==> src/rtl/mem_arbiter.sv <==
// -----------------------------------------------------------------------------
// mem_arbiter
//   Shares one fixed-latency single-port RAM between the instruction-fetch
//   requester (read only) and the data requester (read/write). One requester
//   is served at a time through IDLE -> ISSUE -> WAIT -> RESP. A tie is broken
//   round-robin, and a request is only sampled while the block is idle.
//
// Parameters
//   AW      address width
//   DW      data width
//   RAM_LAT RAM read latency in cycles (1..3)
//
// Ports
//   clk, rst                        clock; synchronous active-high reset
//   f_req, f_addr                   fetch read request and address
//   f_gnt, f_rvalid, f_rdata        fetch accept pulse, data-valid pulse, held data
//   d_req, d_we, d_addr, d_wdata    data request, write enable, address, write data
//   d_gnt, d_rvalid, d_rdata        data accept pulse, read-valid/write-done pulse,
//                                   held read data
//   ram_en, ram_we, ram_addr,
//   ram_wdata, ram_rdata            RAM access port (rdata valid RAM_LAT after en)
//   busy                            high whenever a transaction is in flight
// -----------------------------------------------------------------------------
module mem_arbiter #(
  parameter int AW      = 8,
  parameter int DW      = 8,
  parameter int RAM_LAT = 1
) (
  input  logic          clk,
  input  logic          rst,
  input  logic          f_req,
  input  logic [AW-1:0] f_addr,
  output logic          f_gnt,
  output logic          f_rvalid,
  output logic [DW-1:0] f_rdata,
  input  logic          d_req,
  input  logic          d_we,
  input  logic [AW-1:0] d_addr,
  input  logic [DW-1:0] d_wdata,
  output logic          d_gnt,
  output logic          d_rvalid,
  output logic [DW-1:0] d_rdata,
  output logic          ram_en,
  output logic          ram_we,
  output logic [AW-1:0] ram_addr,
  output logic [DW-1:0] ram_wdata,
  input  logic [DW-1:0] ram_rdata,
  output logic          busy
);

  localparam int CW = $clog2(RAM_LAT + 1);

  typedef enum logic [1:0] {
    IDLE  = 2'd0,
    ISSUE = 2'd1,
    WAIT  = 2'd2,
    RESP  = 2'd3
  } state_t;

  state_t        r_state;
  state_t        w_next_state;

  logic          r_sel;       // winner of the current transaction: 0 fetch, 1 data
  logic          r_last_gnt;  // round-robin pointer: last port granted
  logic          r_we;
  logic [AW-1:0] r_addr;
  logic [DW-1:0] r_wdata;
  logic [CW-1:0] r_cnt;
  logic [DW-1:0] r_f_rdata;
  logic [DW-1:0] r_d_rdata;

  logic          w_any_req;
  logic          w_pick_d;
  logic          w_last_wait;

  assign w_any_req   = f_req | d_req;
  // Data wins when it is the only requester, or on a tie when fetch was
  // granted last.
  assign w_pick_d    = d_req & (~f_req | ~r_last_gnt);
  assign w_last_wait = (r_state == WAIT) && (r_cnt == CW'(1));

  // NOTE: sequential state is written with non-blocking assignments so every
  // register samples the pre-edge values regardless of statement order.
  always_ff @(posedge clk) begin
    if (rst) r_state <= IDLE;
    else     r_state <= w_next_state;
  end

  // NOTE: the default assignment first means every path assigns the output,
  // so no latch is inferred for w_next_state.
  always_comb begin
    w_next_state = r_state;
    unique case (r_state)
      IDLE:  if (w_any_req)   w_next_state = ISSUE;
      ISSUE:                  w_next_state = WAIT;
      WAIT:  if (w_last_wait) w_next_state = RESP;
      RESP:                   w_next_state = IDLE;
      default:                w_next_state = IDLE;
    endcase
  end

  always_ff @(posedge clk) begin
    if (rst) begin
      r_sel      <= 1'b0;
      r_last_gnt <= 1'b1;
      r_we       <= 1'b0;
      r_addr     <= '0;
      r_wdata    <= '0;
      r_cnt      <= '0;
      r_f_rdata  <= '0;
      r_d_rdata  <= '0;
    end else begin
      // Request attributes are captured once, on the way into ISSUE; later
      // changes on the request inputs do not affect the RAM access.
      if (r_state == IDLE && w_any_req) begin
        r_sel      <= w_pick_d;
        r_last_gnt <= w_pick_d;
        r_we       <= w_pick_d & d_we;
        r_addr     <= w_pick_d ? d_addr : f_addr;
        if (w_pick_d) r_wdata <= d_wdata;
      end

      if (r_state == ISSUE)     r_cnt <= CW'(RAM_LAT);
      else if (r_state == WAIT) r_cnt <= r_cnt - CW'(1);

      // RAM data is only valid in the final WAIT cycle; writes leave the
      // read-data registers untouched.
      if (w_last_wait && !r_we) begin
        if (r_sel) r_d_rdata <= ram_rdata;
        else       r_f_rdata <= ram_rdata;
      end
    end
  end

  assign f_gnt     = (r_state == ISSUE) & ~r_sel;
  assign d_gnt     = (r_state == ISSUE) &  r_sel;
  assign f_rvalid  = (r_state == RESP)  & ~r_sel;
  assign d_rvalid  = (r_state == RESP)  &  r_sel;
  assign ram_en    = (r_state == ISSUE);
  assign ram_we    = (r_state == ISSUE) &  r_we;
  assign ram_addr  = r_addr;
  assign ram_wdata = r_wdata;
  assign f_rdata   = r_f_rdata;
  assign d_rdata   = r_d_rdata;
  assign busy      = (r_state != IDLE);

endmodule

==> config.mk <==
export PLATFORM = sky130hd
export DESIGN_NAME = mem_arbiter
export DESIGN_NICKNAME = d
export VERILOG_FILES = /design/src/rtl/mem_arbiter.sv
export SDC_FILE = /design/constraint.sdc
export NUM_CORES = 1
export LEC_CHECK = 0
export CAP_MARGIN = 20
export CORE_MARGIN = 2
export CORE_UTILIZATION = 44
export DETAILED_ROUTE_END_ITERATION = 10
export PLACE_DENSITY_LB_ADDON = 0.1
export SETUP_SLACK_MARGIN = 0.4
export SLEW_MARGIN = 0
export SYNTH_ARGS = -nofsm -noshare
export SYNTH_HDL_FRONTEND = slang
export SYNTH_SLANG_ARGS = --single-unit
==> constraint.sdc <==
create_clock -name clk -period 4 [get_ports clk]
set_clock_uncertainty 0.2 [all_clocks]
set_input_delay 0.6 -clock clk [delete_from_list [all_inputs] [get_ports clk]]
set_output_delay 0.6 -clock clk [all_outputs]
set_load 0.01 [all_outputs]
==> impl_metrics.py, run 1 <==
metrics = {
    "outcome": {
        "outcome": "completed",
    },
    "synthesis": {
        "synth.distinct_cells": 30,
        "synth_top_family_by_area": "compound AO/OA/AOI/OAI gates",
        "synth_area_mm2": 0.001657,
        "yosysWarnings": 0,
        "synth-simple-area-share": 0.1752,
        "synth_area_per_cell_um2": 8.955,
        "synth_mux_area_frac": 0.04834,
        "syn_inst": 185,
        "synth_compound_area_frac": 0.2236,
        "synthesis.nets": 228,
        "ys_seq_area_frac": 0.4592,
        "synth-xor-area-share": 0,
        "ys_ff_latch": 38,
        "synthAdderAreaFrac": 0.04532,
    },
    "routing": {
        "vias": 1541,
        "wl_per_cell_um": 12.74,
        "drt-pass1-iter-count": 4,
        "drc": 0,
        "viasPerCell": 5.052,
        "wl_um": 3885,
        "ant_nets": 0,
        "drt_iter0_markers": 79,
    },
    "layout": {
        "final_core_util": 0.6942,
        "layout_commonest_cell": "clkdlybuf4s50_1",
        "diodes": 0,
        "nNetsFinal": 300,
        "final_cell_mix": "clkdlybuf4s50_1 (75), dfxtp_1 (38), a21oi_1 (26), nand2_1 (25), nor2_1 (22)",
        "drive_above_1_share": 0.07393,
        "multi_input_area_um2": 815.8,
        "synthToLayoutAreaGrowth_pct": 52.27,
        "fillers": 319,
        "register_area_um2": 760.7,
    },
    "floorplanning": {
        "start_util": 0.4559,
        "die_w_um": 65.36,
        "core_area_mm2": 0.003633,
        "die_h_um": 65.36,
        "std_cell_rows": 22,
        "num_io_pins": 76,
        "dieArea_mm2": 0.004272,
    },
    "clock_tree": {
        "cts_made_buffers": 5,
        "clkLatencyLatePin_ps": 280,
        "cts-resized-gates": 0,
        "clockBufferDepth": 2,
        "cts_root_buf": "clkbuf_8",
        "h-tree-depth": 2,
        "cts.sinks": 38,
        "cts_tree": "yes",
        "cts-hold-fix-buffers": 0,
        "clk_pin_slew_ps": 70,
        "cts_setup_buffers": 0,
    },
    "flow_run": {
        "maxCapViolations": 0,
    },
    "power": {
        "p_per_area_mw_per_mm2": 525.8,
        "power_w": 0.001326,
        "peakVddDrop_mv": 0.3887,
        "p_leak_nw": 0.9118,
    },
    "timing": {
        "maxSlewViolCount": 0,
        "finalCriticalPeriod_ps": 3009,
        "setup_ws_ps": 990.6,
        "fin_hold_ws_ps": 255.8,
        "rsz0062_at_grt": "false",
        "hold_viol": 0,
        "max_freq_mhz": 332.3,
        "final-setup-viol-count": 0,
        "slew_headroom": 0.3245,
        "finalCritPeriodShare": 0.7523,
        "tightest_slew_ps": 1010,
        "tns_ps": 0,
    },
    "placed_design": {
        "numPortBuffers": 75,
        "post-dp-hpwl_um": 2809,
        "place_ws_ps": 1322,
        "routabilityCongestion": 0.7294,
    },
    "setup_path": {
        "required_ps": 3200,
        "criticalPathCategory": "reg2out",
        "crit_arrival_ps": 2210,
        "worstPathMaxFanout": 16,
        "critPathCaptureType": "primary output",
        "reg2reg_from": "r_state[0]",
        "start_kind": "flop",
        "crit_start": "r_state[0]",
    },
    "global_routing": {
        "gr-total-overflow": 0,
        "antenna_found_initial": 0,
        "grt.total_usage": 0.1905,
        "grt_first_pass_wirelength_um": 6430,
        "first_global_vias": 1406,
        "grt_max_degree": 25,
    },
    "min_path": {
        "hold_path.class": "reg2reg",
        "hp-start": "d_rdata[6]",
    },
}
==> worst max-delay path, stage by stage (launching register included) <==
cell and delay [ps]:
dfxtp_1 330, inv_1 150, ha_1 510, clkinv_1 370, clkdlybuf4s50_1 570
==> Yosys cell counts (all sizes together) <==
master / count / area share
a32oi: 1 / 0.0053
nand4b: 1 / 0.0053
clkbuf: 5 / 0.012
a2111o: 2 / 0.014
a211oi: 8 / 0.060
nand2: 25 / 0.057
and2: 3 / 0.011
and4bb: 1 / 0.0076
o21a: 1 / 0.0045
a22oi: 1 / 0.0045
o21ai: 10 / 0.030
a21bo: 1 / 0.0060
nor2: 22 / 0.050
buf: 6 / 0.027
nand3: 8 / 0.024
a21oi: 26 / 0.079
nor2b: 3 / 0.011
ha: 6 / 0.045
and4b: 1 / 0.0060
dfxtp: 38 / 0.46
clkinv: 1 / 0.0023
mux2i: 8 / 0.048
o31ai: 2 / 0.0091
a21boi: 1 / 0.011
inv: 3 / 0.0068
nor3: 1 / 0.0030
==> routing by layer <==
metal  GRT usage  vias to the layer above  wire length, um
met5           0                        -                0
met4     0.05469                        0               35
met3     0.05651                        5              274
met2      0.3023                       54             1690
met1      0.2516                      696             1885
li1            -                      786                -
==> flip-flops by register name, indices dropped and copies added (netlist names) <==
| signal | flops |
|---|---|
| f_rdata | 8 |
| ram_addr | 8 |
| r_last_gnt | 1 |
| ram_wdata | 8 |
| r_sel | 1 |
| r_state | 2 |
| r_we | 1 |
| d_rdata | 8 |
| r_cnt | 1 |
==> cell families (layout without fill, tap and decap cells) <==
family                     count (synthesis)  after routing
buffers and inverters                     15             87
muxes                                      8              8
and+or+nand+nor                           65             65
DFF                                       38             38
adders and majority gates                  6              6
AOI/OAI and AO/OA                         53             53
==> area by class of cell <==
type                    instances  area share
clock inverters                 1     0.01190
clock buffers                   6     0.03274
flip-flops and latches         38      0.3016
multi-input cells             132      0.3234
well taps                      48     0.02381
inverters                       4    0.005952
repair buffers                 76      0.3006
==> power by group <==
part           switching [W]  internal [W]  total [W]
Sequential         0.0000434      0.000443   0.000486
Combinational       0.000268      0.000249   0.000517
Clock               0.000124      0.000199   0.000323
==> through the flow <==
| step | area (um2) | cells |
|---|---|---|
| final | 2522 | 305 |
| after CTS | 2522 | 305 |
| after global placement | 2410 | 298 |
| after floorplan | 1657 | 185 |
| after global routing | 2522 | 305 |
| after detailed placement | 2410 | 298 |
==> final timing paths <==
check                           cells after the start  slack [ps]          end
worst min register to register                      2         260   d_rdata[6]
worst max register to register                      5        1850  ram_addr[1]
worst min-delay path                                2         260   d_rdata[6]
worst max-delay path                                4         990         busy
Note: power is estimated with default switching activity, not from simulation.
==> inputs of run 2 (changes only) <==
CORE_UTILIZATION = 37   (was 44)
clock period = 2.6 ns   (was 4 ns; I/O delays follow)
==> run 2 against run 1 <==
Critical path depth unchanged. Global-route usage down 2.3 points. Cell area up 2.9%. Highest routed layer unchanged. Critical path type unchanged. Combinational power up 59%. Via count up 0.26%.
==> impl_metrics.py, run 2 (synthesized netlist as in run 1, its figures left out) <==
metrics = {
    "floorplanning": {
        "num_io_pins": 76,
        "core_area_mm2": 0.004324,
        "start_util": 0.3831,
        "dieArea_mm2": 0.005028,
        "die_h_um": 70.91,
        "std_cell_rows": 24,
        "die_w_um": 70.91,
    },
    "timing": {
        "finalCriticalPeriod_ps": 2160,
        "final-setup-viol-count": 0,
        "tns_ps": 0,
        "maxSlewViolCount": 0,
        "finalCritPeriodShare": 0.8308,
        "hold_viol": 0,
        "slew_headroom": 0.6803,
        "max_freq_mhz": 462.9,
        "rsz0062_at_grt": "true",
        "tightest_slew_ps": 478.3,
    },
    "layout": {
        "diodes": 0,
        "fillers": 389,
        "synthToLayoutAreaGrowth_pct": 56.72,
        "nNetsFinal": 304,
        "layout_commonest_cell": "clkdlybuf4s50_1",
        "final_cell_mix": "clkdlybuf4s50_1 (72), dfxtp_1 (36), a21oi_1 (26), nand2_1 (25), nor2_1 (22)",
        "drive_above_1_share": 0.1069,
        "fin_area_mm2": 0.002596,
    },
    "clock_tree": {
        "cts_tree": "yes",
        "clockBufferDepth": 2,
        "clkLatencyLatePin_ps": 290,
        "h-tree-depth": 2,
        "cts.sinks": 38,
        "cts_root_buf": "clkbuf_8",
        "clk_pin_slew_ps": 80,
        "cts_setup_buffers": 0,
        "cts_made_buffers": 5,
    },
    "power": {
        "clockPowerShare": 0.281,
        "p_comb_frac": 0.375,
        "p_int_w": 0.001503,
        "seqPwrFrac": 0.343,
        "switching_share": 0.3151,
        "p_per_area_mw_per_mm2": 845.3,
        "switching_power_w": 0.0006915,
        "p_leak_nw": 0.9752,
        "peakVddDrop_mv": 0.4238,
    },
    "placed_design": {
        "numPortBuffers": 75,
        "post-dp-hpwl_um": 3004,
        "placed_cell_area_mm2": 0.002445,
        "routabilityCongestion": 0.7570,
    },
    "routing": {
        "drc": 0,
        "viasPerCell": 4.920,
        "drt-pass1-iter-count": 4,
        "vias": 1545,
        "drt_iter0_markers": 77,
        "wl_um": 4148,
        "ant_nets": 0,
        "wl_per_cell_um": 13.21,
    },
    "setup_path": {
        "path_cells": "inv_2, ha_2, and2_1, clkdlybuf4s50_1",
        "cpMaxStageDelayCell": "clkdlybuf4s50_1",
        "max_stage_delay_ps": 520,
        "critPathCaptureType": "primary output",
        "criticalPathCategory": "reg2out",
        "crit_arrival_ps": 1570,
        "required_ps": 2010,
        "start_kind": "flop",
        "worstPathMaxFanout": 5,
    },
    "min_path": {
        "hold_path.class": "reg2reg",
    },
    "global_routing": {
        "grt_max_degree": 30,
        "grt.total_usage": 0.1677,
        "first_global_vias": 1496,
        "antenna_found_initial": 0,
        "gr-total-overflow": 0,
        "grt_first_pass_wirelength_um": 6893,
    },
    "outcome": {
        "outcome": "completed",
    },
    "flow_run": {
        "maxCapViolations": 0,
    },
}
## run 2: cell type report
type                    instances  area [um2]  share of cell area
inverters                       4       15.01            0.005783
flip-flops and latches         38       763.2              0.2940
repair buffers                 80       792.0              0.3051
clock inverters                 2       60.06             0.02313
well taps                      52       65.06             0.02506
multi-input cells             132       818.3              0.3152
clock buffers                   6       82.58             0.03181
## run 2: critical path: cells and delay by family, from the launching register on
kind	cells	cell delay (ps)
fa+ha+maj	1	210
buf+inv	2	600
flops	1	350
simple gates	1	120
## run 2: per-stage QoR
step           setup slack, ps  hold slack, ps  cells  utilization  power (W)
4_1_cts                  384.3           262.2    314       0.5990   0.002225
3_3_place_gp             566.6           241.9    306       0.5654   0.001593
3_5_place_dp             527.5           251.0    306       0.5654   0.001601
2_1_floorplan             1028           280.5    185            -   0.001234
6_report                 439.8           258.5    314       0.6004   0.002195
5_1_grt                  371.2           278.7    314       0.6004   0.002336
## run 2: what timing repair did
| item | in CTS | in global routing |
|---|---|---|
| endpoints found under the setup margin | 4 | 4 |
| resized for setup | 4 | 3 |
| hold buffers | 0 | 0 |
## run 2: final timing paths
| kind | slack, ps | to | cells past startpoint | start |
|---|---|---|---|---|
| min | 260 | d_rdata[5] | 2 | d_rdata[5] |
| min reg2reg | 260 | d_rdata[5] | 2 | d_rdata[5] |
| max reg2reg | 750 | ram_addr[7] | 7 | r_state[0] |
| max | 440 | d_gnt | 4 | r_state[1] |
## run 2: power by group through the flow
stage	clock, W	sequential, W	combinational [W]
2_1_floorplan	0	0.000783	0.000451
3_3_place_gp	0	0.000760	0.000833
3_5_place_dp	0	0.000764	0.000837
4_1_cts	0.000630	0.000753	0.000843
5_1_grt	0.000655	0.000768	0.000912
6_report	0.000618	0.000753	0.000823
## run 2: layer usage
metal | share of wire | wire, um | vias up | GRT usage
met5 | 0 | 0 | - | 0
met4 | 0.011 | 47 | 0 | 0.05031
met3 | 0.074 | 309 | 5 | 0.05128
met2 | 0.48 | 1979 | 53 | 0.2804
met1 | 0.44 | 1811 | 700 | 0.2081
li1 | - | - | 787 | -
